==> src/rtl/freq_step_pkg.sv <==
// Shared types and constants for the frequency step controller.
package freq_step_pkg;
  localparam int SEL_W_DEF = 3;
  localparam int DIV_W_DEF = 8;
  localparam int SEL_MAX   = 7;

  typedef enum logic {IDLE, RUN} state_t;
endpackage

==> src/rtl/tick_divider.sv <==
// Programmable period divider: counts 0..div_q-1 while run is high, emits a
// registered one-cycle tick and toggles wave at each terminal count. The
// divisor is re-latched at every terminal count (and continuously while
// stopped), so a new divisor only takes effect from the next period.
module tick_divider
  import freq_step_pkg::*;
#(
  parameter int DIV_W = DIV_W_DEF
) (
  input  logic             clk,
  input  logic             rst,
  input  logic             run,
  input  logic [DIV_W-1:0] div,
  output logic             tick,
  output logic             wave,
  output logic             load
);

  logic [DIV_W-1:0] cnt;
  logic [DIV_W-1:0] div_q;
  logic [DIV_W-1:0] div_nz;
  logic             term;

  // A zero divisor behaves as one: tick every cycle.
  assign div_nz = (div == '0) ? DIV_W'(1) : div;
  // Compare before increment, so cnt never wraps.
  assign term   = (cnt == div_q - DIV_W'(1));
  assign load   = run & term;

  // Counter, divisor latch, tick and wave generation.
  always_ff @(posedge clk or posedge rst) begin
    if (rst) begin
      cnt   <= '0;
      div_q <= '0;
      tick  <= 1'b0;
      wave  <= 1'b0;
    end else if (!run) begin
      cnt   <= '0;
      div_q <= div_nz;
      tick  <= 1'b0;
      wave  <= 1'b0;
    end else if (term) begin
      cnt   <= '0;
      div_q <= div_nz;
      tick  <= 1'b1;
      wave  <= ~wave;
    end else begin
      cnt   <= cnt + DIV_W'(1);
      tick  <= 1'b0;
    end
  end

endmodule

==> src/rtl/freq_step_ctrl.sv <==
// Select stepping controller for the divisor table. Holds the table select,
// steps it on Up_i/Down_i pulses, flags a pending divisor change, and runs
// the tick divider while enabled.
// Build option: define FREQ_STEP_WRAP_EN to make the select wrap at 0/7
// instead of saturating.
module freq_step_ctrl
  import freq_step_pkg::*;
#(
  parameter int SEL_W = SEL_W_DEF,
  parameter int DIV_W = DIV_W_DEF
) (
  input  logic             clk_i,
  input  logic             rst_i,
  input  logic             En_i,
  input  logic             Up_i,
  input  logic             Down_i,
  input  logic [DIV_W-1:0] Div_i,
  output logic [SEL_W-1:0] Sel_o,
  output logic             Tick_o,
  output logic             Wave_o,
  output logic             Pend_o
);

  localparam logic [SEL_W-1:0] SEL_TOP = SEL_W'(SEL_MAX);

  state_t           state, state_nxt;
  logic [SEL_W-1:0] sel_nxt;
  logic             run, load, wave, pend_clr;

  assign run    = (state == RUN);
  // Wave is held low for the whole time the block is stopped.
  assign Wave_o = wave & run;

  tick_divider #(.DIV_W(DIV_W)) u_div (
    .clk  (clk_i),
    .rst  (rst_i),
    .run  (run),
    .div  (Div_i),
    .tick (Tick_o),
    .wave (wave),
    .load (load)
  );

  // State register.
  always_ff @(posedge clk_i or posedge rst_i) begin
    if (rst_i) state <= IDLE;
    else       state <= state_nxt;
  end

  // Next state; a divisor load (start of run or terminal count) clears pending.
  always_comb begin
    state_nxt = state;
    pend_clr  = load;
    case (state)
      IDLE: if (En_i) begin
        state_nxt = RUN;
        pend_clr  = 1'b1;
      end
      RUN:  if (!En_i) state_nxt = IDLE;
      default: state_nxt = IDLE;
    endcase
  end

  // Step logic: simultaneous up and down cancel; bounds saturate or wrap.
  always_comb begin
    sel_nxt = Sel_o;
    if (Up_i && !Down_i) begin
      if (Sel_o == SEL_TOP) begin
`ifdef FREQ_STEP_WRAP_EN
        sel_nxt = '0;
`else
        sel_nxt = Sel_o;
`endif
      end else begin
        sel_nxt = Sel_o + SEL_W'(1);
      end
    end else if (Down_i && !Up_i) begin
      if (Sel_o == '0) begin
`ifdef FREQ_STEP_WRAP_EN
        sel_nxt = SEL_TOP;
`else
        sel_nxt = Sel_o;
`endif
      end else begin
        sel_nxt = Sel_o - SEL_W'(1);
      end
    end
  end

  // Select register and pending flag; a change on a load edge stays pending
  // because the divisor latched on that edge belongs to the old select.
  always_ff @(posedge clk_i or posedge rst_i) begin
    if (rst_i) begin
      Sel_o  <= '0;
      Pend_o <= 1'b0;
    end else begin
      Sel_o <= sel_nxt;
      if (sel_nxt != Sel_o) Pend_o <= 1'b1;
      else if (pend_clr)    Pend_o <= 1'b0;
    end
  end

endmodule

==> config.mk <==
export PLATFORM = sky130hd
export DESIGN_NAME = freq_step_ctrl
export DESIGN_NICKNAME = d
export VERILOG_FILES = /design/src/rtl/freq_step_pkg.sv /design/src/rtl/tick_divider.sv /design/src/rtl/freq_step_ctrl.sv
export SDC_FILE = /design/constraint.sdc
export NUM_CORES = 1
export LEC_CHECK = 0
export ABC_AREA = 0
export CAP_MARGIN = 20
export CORE_AREA = 2 2 51 63
export DETAILED_ROUTE_END_ITERATION = 6
export DIE_AREA = 0 0 53 65
export PLACE_DENSITY = 0.67
export SLEW_MARGIN = 30
export SYNTH_ARGS = -nofsm -noshare
export SYNTH_HDL_FRONTEND = slang
export SYNTH_SLANG_ARGS = --single-unit
==> constraint.sdc <==
create_clock -name clk_i -period 2.6 [get_ports clk_i]
set_clock_uncertainty 0.2 [all_clocks]
set_input_delay 0.52 -clock clk_i [delete_from_list [all_inputs] [get_ports clk_i]]
set_output_delay 0.52 -clock clk_i [all_outputs]
set_load 0.02 [all_outputs]
==> results of run 1 <==
synth_stat cells (all sizes together):
cell type,instances,area [µm²]
a2111oi,1,27.5
a21o,1,7.51
a21oi,5,28.8
a31o,1,8.76
a31oi,2,12.5
a32oi,1,8.76
and2,3,18.8
and3,2,12.5
buf,2,22.5
clkbuf,2,7.51
clkinv,1,3.75
dfrtp,23,576
ha,5,62.6
inv,8,30.0
mux2,8,116
mux2i,1,10.0
nand2,8,30.0
nand3,5,25.0
nand3b,3,22.5
nand4,1,6.26
nor2,4,15.0
nor2b,1,6.26
nor3,10,55.1
nor4,3,25.0
nor4b,1,8.76
o2111ai,1,8.76
o211ai,2,15.0
o21ai,5,25.0
or2,1,6.26
xnor2,12,105
xor2,6,52.6
power by group through the flow:
stage | Sequential, W | Clock, W | Combinational (W)
4_1_cts | 0.000535 | 0.000166 | 0.000551
3_3_place_gp | 0.000538 | 0 | 0.000529
2_1_floorplan | 0.000544 | 0 | 0.000387
5_1_grt | 0.000550 | 0.000177 | 0.000615
6_report | 0.000535 | 0.000158 | 0.000552
3_5_place_dp | 0.000541 | 0 | 0.000549
flip-flops by register name (all words and copies together) (netlist names):
signal and flops:
Pend_o 1, run 1, u_div.div_q 8, Sel_o 3, u_div.tick 1, u_div.wave 1, u_div.cnt 8
tightest hold or removal path, cell delays in order, from the launching register on:
cell and delay [ns]:
sky130_fd_sc_hd__dfrtp_1 0.38, sky130_fd_sc_hd__a21oi_1 0.06, sky130_fd_sc_hd__o21ai_0 0.06
cells by family after synthesis:
| logic type | share of synthesized area |
|---|---|
| AOI/OAI and AO/OA | 0.105 |
| adders and majority gates | 0.0460 |
| DFF | 0.423 |
| buffers and inverters | 0.0469 |
| xor gates and xnor gates | 0.116 |
| and+or+nand+nor | 0.170 |
| muxes | 0.0929 |
cells in the final DEF, fill, tap and decap left out, types with 2 or more instances in the layout:
| cell | synthesis | routed |
|---|---|---|
| sky130_fd_sc_hd__a21oi_1 | 4 | 4 |
| sky130_fd_sc_hd__a31oi_1 | 2 | 2 |
| sky130_fd_sc_hd__and2_1 | 3 | 3 |
| sky130_fd_sc_hd__and3_1 | 2 | 2 |
| sky130_fd_sc_hd__buf_4 | 0 | 4 |
| sky130_fd_sc_hd__clkbuf_4 | 0 | 3 |
| sky130_fd_sc_hd__clkdlybuf4s50_1 | 0 | 18 |
| sky130_fd_sc_hd__dfrtp_1 | 23 | 23 |
| sky130_fd_sc_hd__ha_1 | 5 | 4 |
| sky130_fd_sc_hd__inv_1 | 8 | 8 |
| sky130_fd_sc_hd__mux2_4 | 7 | 7 |
| sky130_fd_sc_hd__nand2_1 | 8 | 8 |
| sky130_fd_sc_hd__nand3_1 | 5 | 5 |
| sky130_fd_sc_hd__nand3b_1 | 3 | 3 |
| sky130_fd_sc_hd__nor2_1 | 4 | 4 |
| sky130_fd_sc_hd__nor3_1 | 9 | 9 |
| sky130_fd_sc_hd__nor4_1 | 2 | 2 |
| sky130_fd_sc_hd__o211ai_1 | 2 | 2 |
| sky130_fd_sc_hd__o21ai_0 | 5 | 5 |
| sky130_fd_sc_hd__xnor2_1 | 12 | 12 |
| sky130_fd_sc_hd__xor2_1 | 6 | 6 |
through the flow:
stage	instance area [µm²]	setup WS, ns	hold slack, ns	total power, W
floorplan	1360	0.222	0.297	0.000931
global placement	1590	0.177	0.299	0.00107
detailed placement	1590	0.0590	0.311	0.00109
CTS	1610	0.0424	0.339	0.00125
global route	1610	0.0401	0.381	0.00134
finish	1610	0.181	0.329	0.00125
final cells by class:
cell class | instances | area, µm² | area share
Clock buffer | 4 | 26.3 | 0.0163
Inverter | 9 | 33.8 | 0.0209
Multi-Input combinational cell | 93 | 723 | 0.448
Sequential cell | 23 | 576 | 0.357
Tap cell | 36 | 45.0 | 0.0279
Timing Repair Buffer | 22 | 210 | 0.130
layer usage:
metal	vias up	GRT usage
met5	-	0
met4	0	0.0801
met3	5	0.0253
met2	12	0.306
met1	476	0.240
li1	497	-
final timing paths:
check / from / slack [ns] / end / cells after the start
worst max register to register: u_div.div_q[0]$_DFFE_PP0P_ / 0.18 / u_div.div_q[7]$_DFFE_PP0P_ / 7
worst max-delay path: u_div.div_q[0]$_DFFE_PP0P_ / 0.18 / u_div.div_q[7]$_DFFE_PP0P_ / 7
max in group asynchronous: rst_i / 1.63 / u_div.cnt[5]$_DFF_PP0_ / 3
min in group asynchronous: rst_i / 0.34 / u_div.cnt[7]$_DFF_PP0_ / 3
worst min-delay path: Pend_o$_DFFE_PP0P_ / 0.33 / Pend_o$_DFFE_PP0P_ / 2
worst min register to register: Pend_o$_DFFE_PP0P_ / 0.33 / Pend_o$_DFFE_PP0P_ / 2
==> metrics.yaml, run 1 <==
final_layout:
  design.final.nets: 170
  postLayoutCoreUtil: 0.558
  antenna-diode-count: 0
  ratio_of_cells_with_drive_above_1_in_the_final_layout: 0.139
  final-instance-count-excl-fill: 187
  fill_cell_instance_count_of_the_final_layout: 271
  area_growth_pct: 18.7
pwr:
  p_leak_nw: 0.679
  power_frac_comb: 0.443
  seqPwrFrac: 0.430
  power.share.switching: 0.375
  power.clock.fraction: 0.127
  ir_drop_uv: 481
  power.internal_w: 0.000778
  p_per_area_nw_per_um2: 771
  total_switching_power_w: 0.000467
route:
  drc_errors_left: 0
  count_of_routing_violations_after_the_opening_detailed_route_iteration: 8
  ant_nets: 0
  viasPerCell: 5.29
  first_pass_iters: 4
  met2_wirelength_um: 1420
  met3_length_um: 45
  wl_final_um: 2590
  route.detailed.wl_per_inst_um: 13.8
  top_layer: "met4"
  routed-via-count: 990
  m1WireLength_um: 1070
critical_path:
  worstPathMaxFanout: 9
  worstPathCellList: "inv_1, ha_2, nand2_1, a2111oi_4, a31oi_1, a31o_2, mux2_4"
  number_of_buffer_and_inverter_stages_on_the_critical_path: 1
  cp_data_required_time_ns: 2.60
  timing.critical_path.slowest_stage_cell: "sky130_fd_sc_hd__dfrtp_1"
  worstPathArrival_ns: 2.42
  worst_setup_path_start_kind: "register"
  cp_slowest_stage_delay_ns: 0.44
  cp_top_family: "compound AO/OA/AOI/OAI gates"
  crit_path_end_kind: "register"
  path_class: "reg2reg"
grt:
  antenna_violations_before_repair: 0
  maximum_number_of_pins_on_one_net_before_global_route_repair: 24
  grt.total_usage: 0.186
  wire_length_of_the_first_global_routing_pass_um: 4740
  grt_pass1_vias: 1061
  overflow: 0
clock_network:
  root_buffer: "sky130_fd_sc_hd__clkbuf_4"
  cts_sinks: 23
  cts-hold-fix-buffers: 0
  cts_post_setup_buffers_inserted: 0
  cts-resized-gates: 0
  tritoncts_clock_tree: "done"
  cts.reportedPaths.clkPinSlew_ns: 0.12
  worst_skew_pair.late_latency_ns: 0.30
  clock_tree.buffer_depth: 2
  htree_num_levels: 1
  cts_buffers: 3
synthesis:
  yosys_warnings: 0
  syn_area_per_cell_um2: 10.5
  postSynthCellCount: 129
  synth.lib_cells_used.distinct: 35
  synthesis.nets: 147
  postSynthRegisterBits: 23
  ys_seq_area_frac: 0.423
  netlist_area_um2: 1360
floorplan:
  start_util: 0.471
  die-area_um2: 3450
  floorplan.die.width_um: 53
  ios: 19
  die_y_um: 65
  number_of_cell_rows: 22
  design.core.area_um2: 2890
job:
  cap_violations: 0
min_path:
  min_delay_path_class: "reg2reg"
sta:
  max-slew-margin-rel: 0.758
  fin_crit_sh: 0.930
  setup-violations-final: 0
  grt_setup_unrepaired: "false"
  final_max_slew_viol_count: 0
  final_hold_viol_count: 0
  achievable-frequency_ghz: 0.413
  setup_tns_ns: 0
  max_slew.worst_pin.slew_ns: 0.360
  finalCriticalPeriod_ns: 2.42
placement:
  placement.io_buffers: 18
  globalplace.congestion: 0.897
  numPlacedInstances: 183
  hpwlAfterDp_um: 2030
status:
  outcome: "completed"
(Power assumes the default switching activity.)
==> run 2, diff against run 1 <==
--- a/config.mk
+++ b/config.mk
@@ -8,6 +8,7 @@
 export ABC_AREA = 0
 export CAP_MARGIN = 20
 export CORE_AREA = 2 2 51 63
+export CTS_BUF_LIST = sky130_fd_sc_hd__clkbuf_16
 export DETAILED_ROUTE_END_ITERATION = 6
 export DIE_AREA = 0 0 53 65
 export PLACE_DENSITY = 0.67
==> metrics.yaml, run 2 (synthesis gave the netlist of run 1 again) <==
floorplan:
  ios: 19  # unchanged
  die_y_um: 65  # unchanged
  die-area_um2: 3450  # unchanged
  floorplan.die.width_um: 53  # unchanged
  design.core.area_um2: 2890  # unchanged
  start_util: 0.471  # unchanged
  number_of_cell_rows: 22  # unchanged
clock_network:
  cts_sinks: 23  # unchanged
  cts.reportedPaths.clkPinSlew_ns: 0.06  # -0.06 ns
  cts_buffers: 3  # unchanged
  htree_num_levels: 1  # unchanged
  cts-resized-gates: 0  # unchanged
  root_buffer: "sky130_fd_sc_hd__clkbuf_16"
  worst_skew_pair.late_latency_ns: 0.25  # -0.05 ns
  cts-hold-fix-buffers: 0  # unchanged
  clock_tree.buffer_depth: 2  # unchanged
  tritoncts_clock_tree: "done"
  cts_post_setup_buffers_inserted: 0  # unchanged
critical_path:
  worstPathArrival_ns: 2.39  # -0.03 ns
  timing.critical_path.slowest_stage_cell: "sky130_fd_sc_hd__dfrtp_1"
  worstPathMaxFanout: 9  # unchanged
  path_class: "reg2reg"
  number_of_buffer_and_inverter_stages_on_the_critical_path: 1  # unchanged
  cp_top_family: "compound AO/OA/AOI/OAI gates"
  worst_setup_path_start_kind: "register"
  cp_data_required_time_ns: 2.54  # -0.06 ns
  worstPathCellList: "inv_1, ha_2, nand2_1, a2111oi_4, a31oi_1, a31o_2, mux2_4"
  cp_slowest_stage_delay_ns: 0.42  # -0.02 ns
  crit_path_end_kind: "register"
route:
  first_pass_iters: 4  # unchanged
  viasPerCell: 5.34  # +0.81%
  routed-via-count: 998  # +0.81%
  ant_nets: 0  # unchanged
  drc_errors_left: 0  # unchanged
  route.detailed.wl_per_inst_um: 14.5  # +5.0%
  wl_final_um: 2720  # +5.0%
  count_of_routing_violations_after_the_opening_detailed_route_iteration: 15  # +7
sta:
  fin_crit_sh: 0.944  # +0.0134
  finalCriticalPeriod_ns: 2.45  # +0.0347 ns
  max-slew-margin-rel: 0.758  # unchanged
  final_max_slew_viol_count: 0  # unchanged
  achievable-frequency_ghz: 0.408  # -1.4%
  setup_tns_ns: 0  # unchanged
  final_hold_viol_count: 0  # unchanged
  max_slew.worst_pin.slew_ns: 0.360  # -0.00000119 ns
  setup-violations-final: 0  # unchanged
  grt_setup_unrepaired: "false"
final_layout:
  ratio_of_cells_with_drive_above_1_in_the_final_layout: 0.139  # unchanged
  final_common_cell: "sky130_fd_sc_hd__dfrtp_1"
  final-seq-area_um2: 576  # unchanged
  area_growth_pct: 22.5
  stdcell_area_um2: 1670  # +3.3%
  design.final.nets: 170  # unchanged
  fill_cell_instance_count_of_the_final_layout: 264  # -2.6%
  antenna-diode-count: 0  # unchanged
  layout.cells.most_common_list: "23 x sky130_fd_sc_hd__dfrtp_1, 18 x sky130_fd_sc_hd__clkdlybuf4s50_1, 12 x sky130_fd_sc_hd__xnor2_1"
  multi_input_comb_area_um2: 723  # unchanged
  top_regs: "u_div.cnt x8, u_div.div_q x8, Sel_o x3"
grt:
  grt_pass1_vias: 1076  # +1.4%
  grt.total_usage: 0.192  # +0.00568
  overflow: 0  # unchanged
  groute.layer.met2.usage: 0.313  # +0.00625
  maximum_number_of_pins_on_one_net_before_global_route_repair: 24  # unchanged
  antenna_violations_before_repair: 0  # unchanged
  grt_util_met3: 0.0300  # +0.00461
  wire_length_of_the_first_global_routing_pass_um: 4890  # +3.1%
  gr-max-usage-layer: "met2"
  global_route_met1_utilization: 0.250  # +0.0104
pwr:
  ir_drop_uv: 569  # +18%
  p_leak_nw: 0.706  # +4.0%
  p_per_area_nw_per_um2: 852  # +10%
placement:
  placement.io_buffers: 18  # unchanged
  hpwlAfterDp_um: 2030  # unchanged
  post_dp_cell_area_um2: 1590  # unchanged
  globalplace.congestion: 0.897  # unchanged
min_path:
  min_delay_path_class: "reg2reg"
status:
  outcome: "completed"
job:
  cap_violations: 0  # unchanged
run 2: through the flow:
step | setup WS [ns] | cells | utilization | power [W] | hold slack (ns)
floorplan | 0.222 | 129 | - | 0.000931 | 0.297
global placement | 0.177 | 183 | 0.548 | 0.00107 | 0.299
detailed placement | 0.0590 | 183 | 0.548 | 0.00109 | 0.311
CTS | 0.0254 | 187 | 0.576 | 0.00142 | 0.324
global route | 0.00593 | 187 | 0.577 | 0.00152 | 0.365
finish | 0.146 | 187 | 0.577 | 0.00142 | 0.316
run 2: worst paths after layout:
kind,to,depth (start not counted),startpoint,slack (ns)
max,u_div.div_q[7]$_DFFE_PP0P_,7,u_div.div_q[0]$_DFFE_PP0P_,0.15
min,Pend_o$_DFFE_PP0P_,2,Pend_o$_DFFE_PP0P_,0.32
max reg2reg,u_div.div_q[7]$_DFFE_PP0P_,7,u_div.div_q[0]$_DFFE_PP0P_,0.15
min reg2reg,Pend_o$_DFFE_PP0P_,2,Pend_o$_DFFE_PP0P_,0.32
max in group asynchronous,u_div.div_q[6]$_DFFE_PP0P_,3,rst_i,1.57
min in group asynchronous,Sel_o[0]$_DFF_PP0_,3,rst_i,0.40
run 2: cell type report:
cell class,count,share of cell area
clock buffers,3,0.0450
clock inverters,1,0.00225
inverters,9,0.0203
multi-input cells,93,0.434
flip-flops and latches,23,0.345
well taps,36,0.0270
repair buffers,22,0.126
run 2: tightest hold or removal path, stage by stage (launching register included):
cell and delay [ns]:
sky130_fd_sc_hd__dfrtp_1 0.36, sky130_fd_sc_hd__a21oi_1 0.06, sky130_fd_sc_hd__o21ai_0 0.06
run 2: report_power, final:
part | switching, W | leakage [nW] | internal [W]
clock network | 0.000119 | 0.0423 | 0.000205
registers | 0.000101 | 0.286 | 0.000437
logic | 0.000275 | 0.378 | 0.000282
run 2: layer usage:
metal	vias up	wire (µm)
met5	-	0
met3	7	62
met1	474	1150
li1	497	-
met4	0	64
met2	20	1440
==> run 3, diff against run 2 <==
--- a/config.mk
+++ b/config.mk
@@ -15,4 +15,5 @@
 export SLEW_MARGIN = 30
 export SYNTH_ARGS = -nofsm -noshare
 export SYNTH_HDL_FRONTEND = slang
+export SYNTH_HIERARCHICAL = 1
 export SYNTH_SLANG_ARGS = --single-unit
==> metrics.yaml, run 3 <==
grt:
  wire_length_of_the_first_global_routing_pass_um: 5350  # +9.5%
  maximum_number_of_pins_on_one_net_before_global_route_repair: 19  # -21%
  overflow: 0  # unchanged
  antenna_violations_before_repair: 0  # unchanged
  grt_pass1_vias: 1163  # +8.1%
  grt.total_usage: 0.215  # +0.0233
route:
  drc_errors_left: 0  # unchanged
  ant_nets: 0  # unchanged
  viasPerCell: 5.38  # +0.87%
  count_of_routing_violations_after_the_opening_detailed_route_iteration: 19  # +4
  routed-via-count: 1082  # +8.4%
  wl_final_um: 3190  # +18%
  first_pass_iters: 4  # unchanged
  route.detailed.wl_per_inst_um: 15.9  # +9.3%
clock_network:
  clock_tree.buffer_depth: 2  # unchanged
  tritoncts_clock_tree: "done"
  root_buffer: "sky130_fd_sc_hd__clkbuf_16"
  htree_num_levels: 1  # unchanged
  cts_buffers: 3  # unchanged
  cts.reportedPaths.clkPinSlew_ns: 0.06  # about the same
  worst_skew_pair.late_latency_ns: 0.25  # about the same
  cts_sinks: 23  # unchanged
status:
  failing_checks: "negative setup slack"
  outcome: "finished with violations"
sta:
  final_max_slew_viol_count: 0  # unchanged
  finalCriticalPeriod_ns: 2.64  # +0.184 ns
  max_slew.worst_pin.slew_ns: 0.700  # +0.340 ns
  max-slew-margin-rel: 0.533  # -0.225
  setup-violations-final: 8  # +8
  fin_crit_sh: 1.01  # +0.0706
  final_hold_viol_count: 0  # unchanged
  achievable-frequency_ghz: 0.379  # -7.0%
  fin_worst_setup_slack_ns: -0.0372  # -0.184 ns
  grt_setup_unrepaired: "true"
synthesis:
  async_reset_ff_frac: 1.00  # unchanged
  yosys-top-cells-area: "sky130_fd_sc_hd__dfrtp_1 42%, sky130_fd_sc_hd__xnor2_1 6.5%, sky130_fd_sc_hd__ha_1 4.6%"
  synth.lib_cells_used.distinct: 44  # +26%
  synth.cells.most_frequent: "23 x sky130_fd_sc_hd__dfrtp_1, 11 x sky130_fd_sc_hd__nor2_1, 10 x sky130_fd_sc_hd__xnor2_1, 9 x sky130_fd_sc_hd__inv_1, 7 x sky130_fd_sc_hd__xor2_1"
  yosysMostFrequentCell: "sky130_fd_sc_hd__dfrtp_1"
  netlist_area_um2: 1360  # -0.18%
  ys_seq_area_frac: 0.424  # +0.000780
  synth-compound-area-share: 0.131  # +0.0260
  synth_enable_flop_cells: 0  # unchanged
  post_synth_mux_area_share: 0.0710  # -0.0219
  postSynthCellCount: 131  # +1.6%
  synth_top_family_by_area: "simple AND/OR/NAND/NOR gates"
  yosys_warnings: 6  # +6
  synth-simple-area-share: 0.177  # +0.00677
  synthesis.nets: 149  # +1.4%
  syn_area_per_cell_um2: 10.4  # -1.7%
  post_synth_fa_ha_maj_area_fraction: 0.0461  # +0.0000848
  synth_largest_type_area_fraction: 0.424  # +0.000780
  postSynthRegisterBits: 23  # unchanged
  dominant_synthesized_flop_cell: "sky130_fd_sc_hd__dfrtp_1"
  synth.largest_area_cell: "sky130_fd_sc_hd__dfrtp_1"
  synthXorXnorAreaFrac: 0.110  # -0.00624
floorplan:
  floorplan.die.width_um: 53  # unchanged
  number_of_cell_rows: 22  # unchanged
  ios: 19  # unchanged
  die-area_um2: 3450  # unchanged
  design.core.area_um2: 2890  # unchanged
  die_y_um: 65  # unchanged
  start_util: 0.470  # -0.000866
pwr:
  p_leak_nw: 0.780  # +10%
  p_per_area_nw_per_um2: 659  # -23%
  power_w: 0.00118  # -17%
  ir_drop_uv: 527  # -7.3%
final_layout:
  design.final.nets: 184  # +8.2%
  antenna-diode-count: 0  # unchanged
  area_growth_pct: 31.6
  ratio_of_cells_with_drive_above_1_in_the_final_layout: 0.248  # +0.109
  top_regs: "u_div/cnt x8, u_div/div_q x8, Sel_o x3"
  layout.cells.most_common_list: "23 x sky130_fd_sc_hd__dfrtp_1, 18 x sky130_fd_sc_hd__clkdlybuf4s50_1, 14 x sky130_fd_sc_hd__buf_4"
  final_common_cell: "sky130_fd_sc_hd__dfrtp_1"
  stdcell_area_um2: 1790  # +7.2%
critical_path:
  timing.critical_path.slowest_stage_cell: "sky130_fd_sc_hd__or4b_4"
  worstPathMaxFanout: 5  # -4
  worstPathArrival_ns: 2.58  # +0.19 ns
  number_of_buffer_and_inverter_stages_on_the_critical_path: 0  # -1
  cp_slowest_stage_delay_ns: 0.53  # +0.11 ns
  crit_path_end_kind: "register"
  worstPathCellList: "or3_4, or4b_4, a2111oi_4, o311ai_4, nand2_4, mux2_2"
  worst_setup_path_start_kind: "register"
  cp_top_family: "simple AND/OR/NAND/NOR gates"
  path_class: "reg2reg"
  cp_data_required_time_ns: 2.54  # about the same
placement:
  hpwlAfterDp_um: 2310  # +14%
  globalplace.congestion: 0.839  # -6.4%
  post_dp_cell_area_um2: 1660  # +4.8%
  placement.io_buffers: 18  # unchanged
job:
  cap_violations: 0  # unchanged
min_path:
  min_delay_path_class: "in2async"
==> run 3: changes by cell type after synthesis, moves of 3 or more <==
cell,delta
sky130_fd_sc_hd__mux2_2,+5
sky130_fd_sc_hd__nand2_1,-3
sky130_fd_sc_hd__mux2_4,-5
sky130_fd_sc_hd__nor2_1,+7
sky130_fd_sc_hd__nor3_1,-6
==> run 3: final cells by class <==
cell class	count	area (µm²)
clock buffers	3	75.1
clock inverters	1	3.75
fillers	250	1100
inverters	10	37.5
multi-input cells	96	764
flip-flops and latches	23	576
well taps	36	45.0
repair buffers	32	285
==> run 3: worst register-to-register path, delay by kind of cell, from the launching register on <==
kind | cells | cell delay [ns]
compound gates | 2 | 0.55
flops | 1 | 0.38
mux | 1 | 0.34
simple gates | 3 | 1.06
==> run 3: metal layers <==
metal	routed length (µm)	share of wire	vias up	global-route usage
met2	1820	0.57	17	0.414
li1	-	-	527	-
met3	77	0.024	6	0.0392
met1	1240	0.39	532	0.220
met5	0	0	-	0
met4	55	0.017	0	0.0769
==> run 3: worst paths after layout <==
path,start,endpoint,slack (ns),depth (start not counted)
min reg2reg,Pend_o$_DFFE_PP0P_,Pend_o$_DFFE_PP0P_,0.33,2
max reg2reg,u_div/div_q[4]$_DFFE_PP0P_,u_div/div_q[3]$_DFFE_PP0P_,-0.04,6
max,u_div/div_q[4]$_DFFE_PP0P_,u_div/div_q[3]$_DFFE_PP0P_,-0.04,6
max in group asynchronous,rst_i,u_div/cnt[2]$_DFF_PP0_,1.25,2
min in group clk_i,Pend_o$_DFFE_PP0P_,Pend_o$_DFFE_PP0P_,0.33,2
min,rst_i,Sel_o[1]$_DFF_PP0_,0.29,2
==> run 3: timing repair <==
item,4_1_cts,5_1_grt
buffers inserted,1,0
endpoints found under the hold margin,0,0
hold buffers,0,0
gates cloned,1,0
pin swaps,1,1
setup endpoints to repair,9,18
gates resized for setup,5,0
==> run 3: kinds of logic (layout without fill, tap and decap cells) <==
family / after synthesis / after routing
compound gates: 23 / 23
flops: 23 / 23
mux: 8 / 8
simple gates: 42 / 43
fa+ha+maj: 5 / 5
buf+inv: 13 / 46
xor+xnor: 17 / 17
==> run 3: where the power goes <==
group	switching, W	total [W]	internal, W	leakage, nW
Clock	0.000121	0.000326	0.000205	0.0423
Combinational	0.000202	0.000400	0.000198	0.454
Sequential	0.0000503	0.000450	0.000400	0.284
Total	0.000373	0.00118	0.000803	0.780
==> run 3: metrics by stage <==
stage | utilization | TNS [ns] | hold slack, ns | cells | worst slack (ns)
2_1_floorplan | - | -0.522 | 0.0985 | 131 | -0.148
3_3_place_gp | 0.575 | -0.0806 | 0.306 | 195 | -0.0169
3_5_place_dp | 0.575 | -0.370 | 0.315 | 195 | -0.0666
4_1_cts | 0.618 | -0.264 | 0.290 | 201 | -0.0403
5_1_grt | 0.618 | -1.61 | 0.308 | 201 | -0.131
6_report | 0.618 | -0.205 | 0.291 | 201 | -0.0372
==> patch, RTL diff (flow settings as in run 3) <==
Change the package constant `SEL_W_DEF` from 3 to 5.
--- a/src/rtl/freq_step_pkg.sv
+++ b/src/rtl/freq_step_pkg.sv
@@ -1,6 +1,6 @@
 // Shared types and constants for the frequency step controller.
 package freq_step_pkg;
-  localparam int SEL_W_DEF = 3;
+  localparam int SEL_W_DEF = 5;
   localparam int DIV_W_DEF = 8;
   localparam int SEL_MAX   = 7;
 
Interface: changed (resized Sel_o); port bits go from 19 to 21. No check against the original RTL was run, so the function may have changed too.
==> patch against run 3 <==
  * The flow still finishes with violations (setup timing)
  * Wire length increased by 6.7%
  * Setup slack got worse by 0.075 ns
  * Total power increased by 15%
  * Sequential cell count increased by 2
  * Synthesized area increased by 13%
  * Combinational power increased by 21%
  * Final cell count increased by 11%
  * Design area increased by 13%
  * Critical path type unchanged
  * Largest cell class unchanged
==> patch: results (changes against run 3) <==
layout:
  regArea_um2: 626  # +8.7%
  syn_to_final_growth_pct: 30.5
  seq_share: 0.311  # -0.0110
  reg_top3: "u_div/cnt (8), u_div/div_q (8), Sel_o (5)"
  final_cells: 223  # +11%
  clkCellAreaFrac: 0.0398  # -0.00429
  nets: 205  # +11%
  layout-drive-gt1-share: 0.225  # -0.0239
  finish.utilization: 0.696  # +0.0775
  buf_share: 0.159  # -0.000362
  fill_cells: 234  # -6.4%
  num-nonclk-buffers: 34  # +6.3%
grt:
  grt_pass1_vias: 1300  # +12%
  grt_util_all_layers: 0.223  # +0.00767
  grtUsageMet3: 0.0207  # -0.0184
  grtUsageMet2: 0.428  # +0.0141
power:
  power.total_w: 0.00136  # +15%
  internal_power_w: 0.000902  # +12%
  peakVddDrop_uv: 533  # +1.0%
  pwr-share-seq: 0.394  # +0.011
  power_leakage_nw: 0.860  # +10%
yosys:
  avgSynthCellArea_um2: 10.1  # -2.2%
  synth_commonest_cells: "25 x dfrtp_1, 13 x nor2_1, 10 x inv_1, 10 x xnor2_1"
  ys_seq_area_frac: 0.406  # -0.0178
  synth_xor_area_frac: 0.0967  # -0.0130
  synth_compound_area_frac: 0.127  # -0.00415
  ys_ff_latch: 25  # +8.7%
  muxShareOfSynthArea: 0.0755  # +0.00458
  synth_adder_area_share: 0.0325  # -0.0136
  synthTopCellsByArea: "dfrtp_1 41%, xnor2_1 5.7%, xor2_1 4.0%"
run_status:
  outcome: "finished, violations left"
  violations: "setup timing"
place:
  place.gp.congestion: 0.827  # -1.5%
  placed_cell_area_mm2: 0.00185  # +12%
routing:
  first_iter_violations: 22  # +3
  wl_met2_mm: 1.93  # +5.9%
  wl_per_cell_um: 15.3  # -3.8%
  post_drt_via_cell_ratio: 5.50  # +2.2%
  drt-met1-wl_mm: 1.42  # +15%
timing:
  setup_viol: 18  # +10
  setup_slack_ns: -0.112  # -0.0746 ns
  hold_ws_ns: 0.328  # +0.0370 ns
  tightest_slew_ns: 0.667  # -0.0332 ns
worst_setup_path:
  cp_max_fo: 4  # -1
  timing.rr.end: "u_div/div_q[2]"
  crit_arrival_ns: 2.66  # +0.08 ns
cts:
  clock_latency_ns: 0.26
==> patch: cell count changes in the layout (fill, tap and decap cells not counted), moves of 2 or more <==
| cell | delta |
|---|---|
| buf_4 | -4 |
| buf_6 | +4 |
| mux2_2 | -4 |
| mux2_4 | +4 |
| nor2b_1 | +4 |
| nor2_1 | +3 |
| o21ai_0 | +3 |
| clkdlybuf4s50_1 | +2 |
| dfrtp_1 | +2 |
| mux2i_1 | +2 |
==> patch: worst max-delay path by stage <==
stage | cells after the start | to | slack [ns]
final | 6 | u_div/div_q[2] | -0.11
after global routing | 6 | u_div/div_q[2] | -0.18
after CTS | 6 | u_div/div_q[4] | -0.06
after detailed placement | 6 | u_div/div_q[4] | -0.14
after global placement | 6 | u_div/div_q[5] | -0.08
after floorplan | 7 | u_div/div_q[1] | -0.15
==> patch: timing repair <==
action,4_1_cts,5_1_grt
endpoints found under the setup margin,16,18
buffers inserted,1,0
gates resized for setup,7,6
cloned,1,0
pin swaps,4,0
endpoints found under the hold margin,0,0
